[src/rtl/sonar_if.sv]
`default_nettype none
// ============================================================================
// Module : sonar_if
// Brief  : Control, sensor-bank and result bundle for sonar_scheduler.
// Rev    : 1.0
// ============================================================================
interface sonar_if #(
    parameter int N_SENSORS = 4,
    parameter int DIST_W    = 22
);
    logic                          en;
    logic                          start;
    logic [N_SENSORS-1:0]          sensor_mask;
    logic [N_SENSORS-1:0]          sens_ready;
    logic [N_SENSORS*DIST_W-1:0]   sens_dist;
    logic [N_SENSORS-1:0]          sens_measure;
    logic [N_SENSORS*DIST_W-1:0]   dist_out;
    logic [N_SENSORS-1:0]          dist_valid;
    logic [N_SENSORS-1:0]          timeout_flag;
    logic [2:0]                    cur_sensor;
    logic                          busy;
    logic                          sweep_done;

    modport master (
        output en, start, sensor_mask, sens_ready, sens_dist,
        input  sens_measure, dist_out, dist_valid, timeout_flag,
               cur_sensor, busy, sweep_done
    );

    modport slave (
        input  en, start, sensor_mask, sens_ready, sens_dist,
        output sens_measure, dist_out, dist_valid, timeout_flag,
               cur_sensor, busy, sweep_done
    );
endinterface
`default_nettype wire

[src/rtl/sonar_scheduler.sv]
`default_nettype none
// ============================================================================
// Module : sonar_scheduler
// Brief  : Sequences one-at-a-time pings over a bank of ultrasonic sensors.
// Rev    : 1.0
// ============================================================================
module sonar_scheduler #(
    parameter int N_SENSORS      = 4,
    parameter int DIST_W         = 22,
    parameter int GUARD_CYCLES   = 500000,
    parameter int TIMEOUT_CYCLES = 3000000
) (
    input  wire logic clk,
    input  wire logic rst_n,
    sonar_if.slave    sif
);
    localparam int c_IW = (N_SENSORS > 1) ? $clog2(N_SENSORS) : 1;
    localparam int c_TW = $clog2(TIMEOUT_CYCLES + 1);
    localparam int c_GW = $clog2(GUARD_CYCLES + 1);
    localparam logic [c_TW-1:0] c_TMO_LAST = c_TW'(TIMEOUT_CYCLES - 1);
    localparam logic [c_GW-1:0] c_GRD_LAST = c_GW'(GUARD_CYCLES - 1);

    localparam logic [2:0] c_IDLE      = 3'd0;
    localparam logic [2:0] c_ARM       = 3'd1;
    localparam logic [2:0] c_TRIG      = 3'd2;
    localparam logic [2:0] c_WAIT_BUSY = 3'd3;
    localparam logic [2:0] c_WAIT_DONE = 3'd4;
    localparam logic [2:0] c_GUARD     = 3'd5;
    localparam logic [2:0] c_DONE      = 3'd6;

    logic [2:0]                  r_state, w_next;
    logic [N_SENSORS-1:0]        r_mask;
    logic [c_IW-1:0]             r_cur;
    logic [c_TW-1:0]             r_tcnt;
    logic [c_GW-1:0]             r_gcnt;
    logic [N_SENSORS-1:0]        r_valid, r_tmo;
    logic [N_SENSORS*DIST_W-1:0] r_dist;
    logic                        r_busy, r_done;

    logic [N_SENSORS-1:0]        w_sel, w_above, w_measure;
    logic                        w_rdy, w_tmo, w_more, w_accept, w_last_grd;
    logic                        w_capture, w_expire;
    logic [2:0]                  w_after;

    function automatic logic [c_IW-1:0] f_lowest(input logic [N_SENSORS-1:0] m);
        f_lowest = '0;
        for (int i = N_SENSORS - 1; i >= 0; i--) begin
            if (m[i]) f_lowest = c_IW'(i);
        end
    endfunction

    assign w_sel      = N_SENSORS'(1) << r_cur;
    assign w_rdy      = |(sif.sens_ready & w_sel);
    assign w_tmo      = (r_tcnt >= c_TMO_LAST);
    // Sensors strictly above the current index that are still in this sweep
    assign w_above    = r_mask & ~((N_SENSORS'(2) << r_cur) - N_SENSORS'(1));
    assign w_more     = |w_above;
    assign w_after    = w_more ? c_GUARD : c_DONE;
    assign w_accept   = (r_state == c_IDLE) && sif.start && sif.en;
    assign w_last_grd = (r_gcnt == c_GRD_LAST);

    always_ff @(posedge clk or negedge rst_n) begin
        if (!rst_n) r_state <= c_IDLE;
        else        r_state <= w_next;
    end

    always_comb begin
        w_next = r_state;
        if (!sif.en) begin
            w_next = c_IDLE;
        end else begin
            case (r_state)
                c_IDLE:      if (sif.start) w_next = (|sif.sensor_mask) ? c_ARM : c_DONE;
                c_ARM:       if (w_rdy) w_next = c_TRIG;
                             else if (w_expire) w_next = w_after;
                c_TRIG:      w_next = c_WAIT_BUSY;
                c_WAIT_BUSY: if (!w_rdy) w_next = c_WAIT_DONE;
                             else if (w_expire) w_next = w_after;
                c_WAIT_DONE: if (w_capture || w_expire) w_next = w_after;
                c_GUARD:     if (w_last_grd) w_next = c_ARM;
                c_DONE:      w_next = c_IDLE;
                default:     w_next = c_IDLE;
            endcase
        end
    end

    // Completion is checked before the timeout so a simultaneous ready wins
    always_comb begin
        w_measure = '0;
        w_capture = 1'b0;
        w_expire  = 1'b0;
        if (sif.en) begin
            if (r_state == c_TRIG) w_measure = w_sel;
            w_capture = (r_state == c_WAIT_DONE) && w_rdy;
            w_expire  = w_tmo && (((r_state == c_ARM)       && !w_rdy) ||
                                  ((r_state == c_WAIT_BUSY) &&  w_rdy) ||
                                  ((r_state == c_WAIT_DONE) && !w_rdy));
        end
    end

    always_ff @(posedge clk or negedge rst_n) begin
        if (!rst_n) begin
            r_mask  <= '0;
            r_cur   <= '0;
            r_tcnt  <= '0;
            r_gcnt  <= '0;
            r_valid <= '0;
            r_tmo   <= '0;
            r_dist  <= '0;
            r_busy  <= 1'b0;
            r_done  <= 1'b0;
        end else begin
            if (w_accept) begin
                r_mask  <= sif.sensor_mask;
                r_cur   <= f_lowest(sif.sensor_mask);
                r_valid <= '0;
                r_tmo   <= '0;
            end
            if (sif.en && (r_state == c_GUARD) && w_last_grd)
                r_cur <= f_lowest(w_above);

            case (r_state)
                c_ARM, c_WAIT_BUSY, c_WAIT_DONE: r_tcnt <= r_tcnt + 1'b1;
                c_TRIG:                          r_tcnt <= r_tcnt;
                default:                         r_tcnt <= '0;
            endcase

            if (r_state == c_GUARD) r_gcnt <= r_gcnt + 1'b1;
            else                    r_gcnt <= '0;

            for (int i = 0; i < N_SENSORS; i++) begin
                if (r_cur == c_IW'(i)) begin
                    if (w_capture) begin
                        r_dist[i*DIST_W +: DIST_W] <= sif.sens_dist[i*DIST_W +: DIST_W];
                        r_valid[i]                 <= 1'b1;
                    end else if (w_expire) begin
                        r_dist[i*DIST_W +: DIST_W] <= '1;
                        r_tmo[i]                   <= 1'b1;
                    end
                end
            end

            if (!sif.en || (r_state == c_DONE)) r_busy <= 1'b0;
            else if (w_accept)                  r_busy <= 1'b1;

            r_done <= sif.en && (r_state == c_DONE);
        end
    end

    assign sif.sens_measure = w_measure;
    assign sif.dist_out     = r_dist;
    assign sif.dist_valid   = r_valid;
    assign sif.timeout_flag = r_tmo;
    assign sif.cur_sensor   = 3'(r_cur);
    assign sif.busy         = r_busy;
    assign sif.sweep_done   = r_done;

endmodule
`default_nettype wire
[src/flat_wrapper.sv]
// flat-port wrapper written by rule: the top's interface ports become plain ports
module sonar_scheduler_flat 
#(
    parameter int N_SENSORS      = 4,
    parameter int DIST_W         = 22,
    parameter int GUARD_CYCLES   = 500000,
    parameter int TIMEOUT_CYCLES = 3000000
)
  (clk, rst_n, sif_en, sif_start, sif_sensor_mask, sif_sens_ready, sif_sens_dist, sif_sens_measure, sif_dist_out, sif_dist_valid, sif_timeout_flag, sif_cur_sensor, sif_busy, sif_sweep_done);
  sonar_if #(.N_SENSORS(N_SENSORS), .DIST_W(DIST_W)) sif_i ();
  input  wire logic clk;
  input  wire logic rst_n;
  input wire logic [$bits(sif_i.en)-1:0] sif_en;
  input wire logic [$bits(sif_i.start)-1:0] sif_start;
  input wire logic [$bits(sif_i.sensor_mask)-1:0] sif_sensor_mask;
  input wire logic [$bits(sif_i.sens_ready)-1:0] sif_sens_ready;
  input wire logic [$bits(sif_i.sens_dist)-1:0] sif_sens_dist;
  output wire logic [$bits(sif_i.sens_measure)-1:0] sif_sens_measure;
  output wire logic [$bits(sif_i.dist_out)-1:0] sif_dist_out;
  output wire logic [$bits(sif_i.dist_valid)-1:0] sif_dist_valid;
  output wire logic [$bits(sif_i.timeout_flag)-1:0] sif_timeout_flag;
  output wire logic [$bits(sif_i.cur_sensor)-1:0] sif_cur_sensor;
  output wire logic [$bits(sif_i.busy)-1:0] sif_busy;
  output wire logic [$bits(sif_i.sweep_done)-1:0] sif_sweep_done;
  assign sif_i.en = sif_en;
  assign sif_i.start = sif_start;
  assign sif_i.sensor_mask = sif_sensor_mask;
  assign sif_i.sens_ready = sif_sens_ready;
  assign sif_i.sens_dist = sif_sens_dist;
  assign sif_sens_measure = sif_i.sens_measure;
  assign sif_dist_out = sif_i.dist_out;
  assign sif_dist_valid = sif_i.dist_valid;
  assign sif_timeout_flag = sif_i.timeout_flag;
  assign sif_cur_sensor = sif_i.cur_sensor;
  assign sif_busy = sif_i.busy;
  assign sif_sweep_done = sif_i.sweep_done;
  sonar_scheduler #(.N_SENSORS(N_SENSORS), .DIST_W(DIST_W), .GUARD_CYCLES(GUARD_CYCLES), .TIMEOUT_CYCLES(TIMEOUT_CYCLES)) u_core (.clk(clk), .rst_n(rst_n), .sif(sif_i));
endmodule
[config.mk]
export PLATFORM = sky130hd
export DESIGN_NAME = sonar_scheduler_flat
export DESIGN_NICKNAME = d
export VERILOG_FILES = /design/src/rtl/sonar_if.sv /design/src/rtl/sonar_scheduler.sv /design/src/flat_wrapper.sv
export SDC_FILE = /design/constraint.sdc
export NUM_CORES = 1
export LEC_CHECK = 0
export ABC_CLOCK_PERIOD_IN_PS = 2500
export CAP_MARGIN = 20
export CELL_PAD_IN_SITES_DETAIL_PLACEMENT = 1
export CELL_PAD_IN_SITES_GLOBAL_PLACEMENT = 1
export CORE_ASPECT_RATIO = 0.5
export CORE_MARGIN = 4
export CORE_UTILIZATION = 30
export CTS_BUF_LIST = sky130_fd_sc_hd__clkbuf_2 sky130_fd_sc_hd__clkbuf_4 sky130_fd_sc_hd__clkbuf_8
export CTS_CLUSTER_DIAMETER = 200
export DETAILED_ROUTE_END_ITERATION = 8
export PLACE_DENSITY_LB_ADDON = 0.1
export RECOVER_POWER = 100
export SYNTH_ARGS = -nofsm -noshare
export SYNTH_HDL_FRONTEND = slang
export SYNTH_SLANG_ARGS = --single-unit
[constraint.sdc]
create_clock -name clk -period 2.5 [get_ports clk]
set_input_delay 0.5 -clock clk [delete_from_list [all_inputs] [get_ports clk]]
set_output_delay 0.5 -clock clk [all_outputs]
set_load 0.02 [all_outputs]
-- Word-level counts from Yosys, hierarchy flattened
Index checks and enable logic that the tools add are counted.
- bitwise logic cells: 3
- shifts and indexed selects: 2
- equal/unequal tests: 13
- reduce and logical (&&, ||, !) cells: 30
- add/sub/neg operators: 3
- $lt $le $gt $ge: 1
- muxes and demuxes: 55
- operators with widths (cell ; count):
    $mux W22 ; 5
    $pmux W22 S2 ; 1
    $mux W1 ; 24
    $mux W3 ; 8
    $add A22 B1 Y22 const B ; 1
    $ge A22 B22 Y1 const B ; 1
    $mux W2 ; 11
    $add A19 B1 Y19 const B ; 1
    $eq A19 B19 Y1 const B ; 1
    $mux W19 ; 1
    $pmux W3 S6 ; 1
    $mux W4 ; 4
    $reduce_or A4 Y1 ; 3
    $logic_and A1 B1 Y1 ; 10
    $eq A3 B3 Y1 const B ; 3
    $and A4 B4 Y4 ; 2
    $reduce_and A2 Y1 ; 4
    $eq A3 B2 Y1 const B ; 2
    $ne A3 B2 Y1 const B ; 2
    $reduce_bool A2 Y1 ; 3
    $eq A2 B2 Y1 const B ; 2
    $logic_or A1 B1 Y1 ; 4
    $not A4 Y4 ; 1
    $shl A1 B2 Y4 const A ; 1
    other kinds (10) ; 11
- register bits: 148

-- Longest topological paths before layout
- depth after elaboration: 13
- gate-level depth with buffers: 8
- gate-level depth less buffers: 6

-- Worst setup path after synthesis
Ideal clock, no wire load.
- path kind: input port to output port
- start: input sif_en
- end: output sif_sens_measure[0]
- buffers on the path: 2
- arrival time: 1661 ps
- slack: 339 ps
- stages on the path: 4
- path through: clkbuf_1 -> clkbuf_1 -> nand2_1 -> nor3_1
- cells in the longest elaborated chain, start to end: 1
- ends and longest elaborated chain (element ; RTL line ; text):
    from (decl) ; flat_wrapper.sv:13 ; input wire logic [$bits(sif_i.en)-1:0] sif_en;
    $mux W4 ; sonar_scheduler.sv:92 ; if (sif.en) begin
    to (decl) ; flat_wrapper.sv:18 ; output wire logic [$bits(sif_i.sens_measure)-1:0] sif_sens_measure;
Every way passes these cells.

-- Final worst setup path
- start: register u_core.r_cur[1]
- end: output sif_cur_sensor[1]
- RTL lines (element ; RTL line ; text):
    from (decl) ; sonar_scheduler.sv:33 ; logic [c_IW-1:0] r_cur;
    from (signal assigned) ; sonar_scheduler.sv:115 ; r_cur <= f_lowest(sif.sensor_mask);
    from (signal assigned) ; sonar_scheduler.sv:120 ; r_cur <= f_lowest(w_above);
    to (decl) ; flat_wrapper.sv:22 ; output wire logic [$bits(sif_i.cur_sensor)-1:0] sif_cur_sensor;
No word-level cell between the ends.

==> results.toml <==
[layout]
fill_cells = 2534
multi_input_area_um2 = 2770
synthToLayoutAreaGrowth_pct = 43.7
nets = 1053
drive_gt1_share_pct = 7.48
seq_area_um2 = 3680
n_antenna_cell = 0

[timing]
clock_skew_ps = 21.0
rsz0062_at_grt = "false"
setup_violations = 0
setup_slack_ps = 170
setup-tns-final_ps = 0
drv_slew = 0
slew_headroom_pct = 21.1
finalCriticalPeriod_ps = 2330
clock.fmax_ghz = 0.429
finalHoldViolCount = 0
timing.final.crit_share_pct = 93.2
tightestPinTransition_ps = 1180

[grt]
grt_antenna_before_repair = 1
grt_overflow = 0
grt_usage_pct = 18.0
grt_pass1_vias = 6470
grt_pass1_wl_um = 35400
grt_max_degree = 62

[synth]
synth_xor_area_share_pct = 4.31
netlist_instances = 740
synthArstFlopShare_pct = 100
synth-edff-count = 0
ys_seq_area_share_pct = 54.9
synthSimpleGateAreaFrac_pct = 30.7
yosys-mux-area-fraction_pct = 1.18
avgSynthCellArea_um2 = 9.06
ys.flop_type = "dfrtp_1"
synth_area_um2 = 6710
synth_cell_type_count = 55
synth_compound_area_share_pct = 4.74
synthAdderAreaFrac_pct = 0.373
syn_nets = 842
ys_ff_latch = 147
synth_top_family_by_area = "simple AND/OR/NAND/NOR gates"
yosys_warnings = 0

[route]
num_vias = 6021
drc_errors = 0
drtAntennaViolNets = 0
avgViaCountPerCell = 4.77
wl_um = 21500
wl_per_cell_um = 17.0
drtIter0Drc = 256
drt-pass1-iter-count = 4

[min_path]
hp-start = "u_core.sif.dist_valid[0]$_DFF_PN0_"
hold_end = "u_core.sif.dist_valid[0]$_DFF_PN0_"
min_path_cells = 2
hp-class = "flip-flop to flip-flop"

[worst_setup_path]
critPathLaunch = "u_core.r_cur[1]$_DFFE_PN0P_"
path_cells = "dlygate4sd3_1"
reg2reg_slack_ps = 280
end_kind = "primary output"
r2r_end = "u_core.sif.dist_out[78]$_DFFE_PN0P_"
path_delay_family = "buffers and inverters"
reg2reg_depth = 8
critical_path_required_ps = 2000
crit_arrival_ps = 1830
worstPathMaxFanout = 11
cp.depth = 1
startpoint_type = "flip-flop"
cpPeakStageDelay_ps = 750
crit_type = "flip-flop to primary output"
timing.rr.start = "u_core.r_state[0]$_DFFE_PN0P_"
cp_slowest_cell = "dlygate4sd3_1"
cp_num_buf_inv = 1

[status]
status = "complete, no violations"

[die]
die_w_um = 219
start_util_pct = 30.7
rows = 38
core_um2 = 21800
die_area_um2 = 25000
die-height_um = 114
ios = 205

[cts]
clock-root-buffer = "clkbuf_8"
cts.clk_slew.worst_paths_ps = 80
clockBufferDepth = 2
worstSkewPairLatency_ps = 480
clock_sinks = 147
cts_tree = "yes"
h-tree-depth = 4
cts_buffers = 17

[placed_design]
dpl.hpwl_um = 15300
place.gp.congestion = 0.816
place_ws_ps = 58.6
io_buffers = 203

[power]
leakagePower_nw = 4.73
irDropWorstVdd_mv = 0.284
powerDensity_nw_per_um2 = 680

[job]
cap_violations = 0
## cell usage in the layout (no fill, tap or decap), types with 3 or more instances in the layout
cell type	Yosys	layout
nand2_1	225	225
dfrtp_1	147	147
nand3_1	103	103
dlygate4sd3_1	0	100
clkdlybuf4s50_1	0	99
nor2_1	48	48
xnor2_1	19	19
a21oi_1	19	19
clkbuf_8	0	19
nand4_1	11	14
xor2_1	14	14
nor3_1	13	13
o21ai_0	12	12
buf_12	0	10
inv_1	9	9
buf_4	10	8
nor4_1	6	6
and4_1	5	5
and3_1	5	5
or3_1	5	5
nor2b_1	5	5
clkinv_2	0	4
bufinv_16	0	4
clkbuf_4	0	4
clkbuf_2	0	4
clkbuf_1	15	4
nand2b_1	3	3
o311ai_0	2	3
o211ai_1	3	3
dlygate4sd2_1	0	3
## worst max path at each step
stage,slack [ps],end
2_1_floorplan,340,sif_sens_measure[0]
3_3_place_gp,110,u_core.sif.dist_out[36]$_DFFE_PN0P_
3_5_place_dp,60,u_core.sif.dist_out[30]$_DFFE_PN0P_
4_1_cts,110,sif_sens_measure[0]
5_1_grt,8,sif_sens_measure[0]
6_report,170,sif_cur_sensor[1]
## metrics by stage
stage | total power [mW] | util [%] | instance area, µm² | hold slack (ps) | cells
finish | 6.55 | 44.2 | 9640 | 482 | 1263
global route | 6.95 | 44.2 | 9640 | 507 | 1263
CTS | 6.80 | 44.6 | 9740 | 489 | 1263
detailed placement | 4.66 | 42.6 | 9290 | 463 | 1231
global placement | 4.61 | 42.6 | 9290 | 460 | 1231
floorplan | 3.70 | - | 6710 | 204 | 740
## kinds of logic (layout without fill, tap and decap cells)
logic type      Yosys count  after routing
compound gates           50             50
xor+xnor                 33             33
fa+ha+maj                 2              2
buf+inv                  50            273
flops                   147            147
mux                       6              6
other cells               1              1
simple gates            451            451
## area by class of cell
class	count	share of cell area, %
flip-flops and latches	147	38.2
well taps	300	3.89
inverters	9	0.351
repair buffers	233	24.4
multi-input cells	543	28.7
clock buffers	21	2.87
clock inverters	10	1.62
## routing by layer
layer | share of wire, % | up-vias | track usage [%]
li1 | - | 2905 | -
met1 | 44 | 2989 | 22.9
met2 | 48 | 104 | 29.6
met3 | 6.2 | 21 | 6.15
met4 | 1.3 | 2 | 4.71
met5 | 0.061 | - | 0
## registers in the layout, summed over array words and instances, names as in the netlist
register                 flops
u_core.r_cur                 2
u_core.r_gcnt               19
u_core.r_mask                3
u_core.r_state               3
u_core.r_tcnt               22
u_core.sif.busy              1
u_core.sif.dist_out         88
u_core.sif.dist_valid        4
u_core.sif.sweep_done        1
u_core.sif.timeout_flag      4
## what timing repair did
item,in CTS,in global routing
hold buffers,1,0
buffers inserted,0,0
gates resized for setup,5,0
setup endpoints to repair,4,0
hold endpoints to repair,42,0
## tightest hold or removal path, cell delays in order, from the launching register on
cell,delay [ps]
dfrtp_1,350
nand2_1,50
nand2_1,50
## synthesized netlist by cell type (all sizes together) (3+ instances only)
cell / instances / area share (%)
nor2b: 5 / 0.47
nor4: 6 / 0.56
o311ai: 3 / 0.39
nor3: 14 / 1.1
nor2: 50 / 2.9
and3: 5 / 0.47
xnor2: 19 / 2.5
o211ai: 3 / 0.34
and2: 3 / 0.28
nor3b: 3 / 0.34
inv: 9 / 0.50
xor2: 14 / 1.8
or3: 5 / 0.47
nand4: 15 / 1.8
a21oi: 19 / 1.4
mux2i: 3 / 0.50
buf: 26 / 2.4
dfrtp: 147 / 55
and4: 5 / 0.65
nand2: 225 / 13
clkbuf: 15 / 0.84
nand3: 103 / 7.7
nand2b: 3 / 0.28
o21ai: 13 / 1.0
## where the power goes
group | total [mW] | switching (mW) | internal, mW
registers | 2.82 | 0.171 | 2.64
logic | 1.65 | 0.922 | 0.724
clock network | 2.09 | 0.941 | 1.15
total | 6.55 | 2.03 | 4.52
Note: power is estimated with default switching activity, not from simulation.
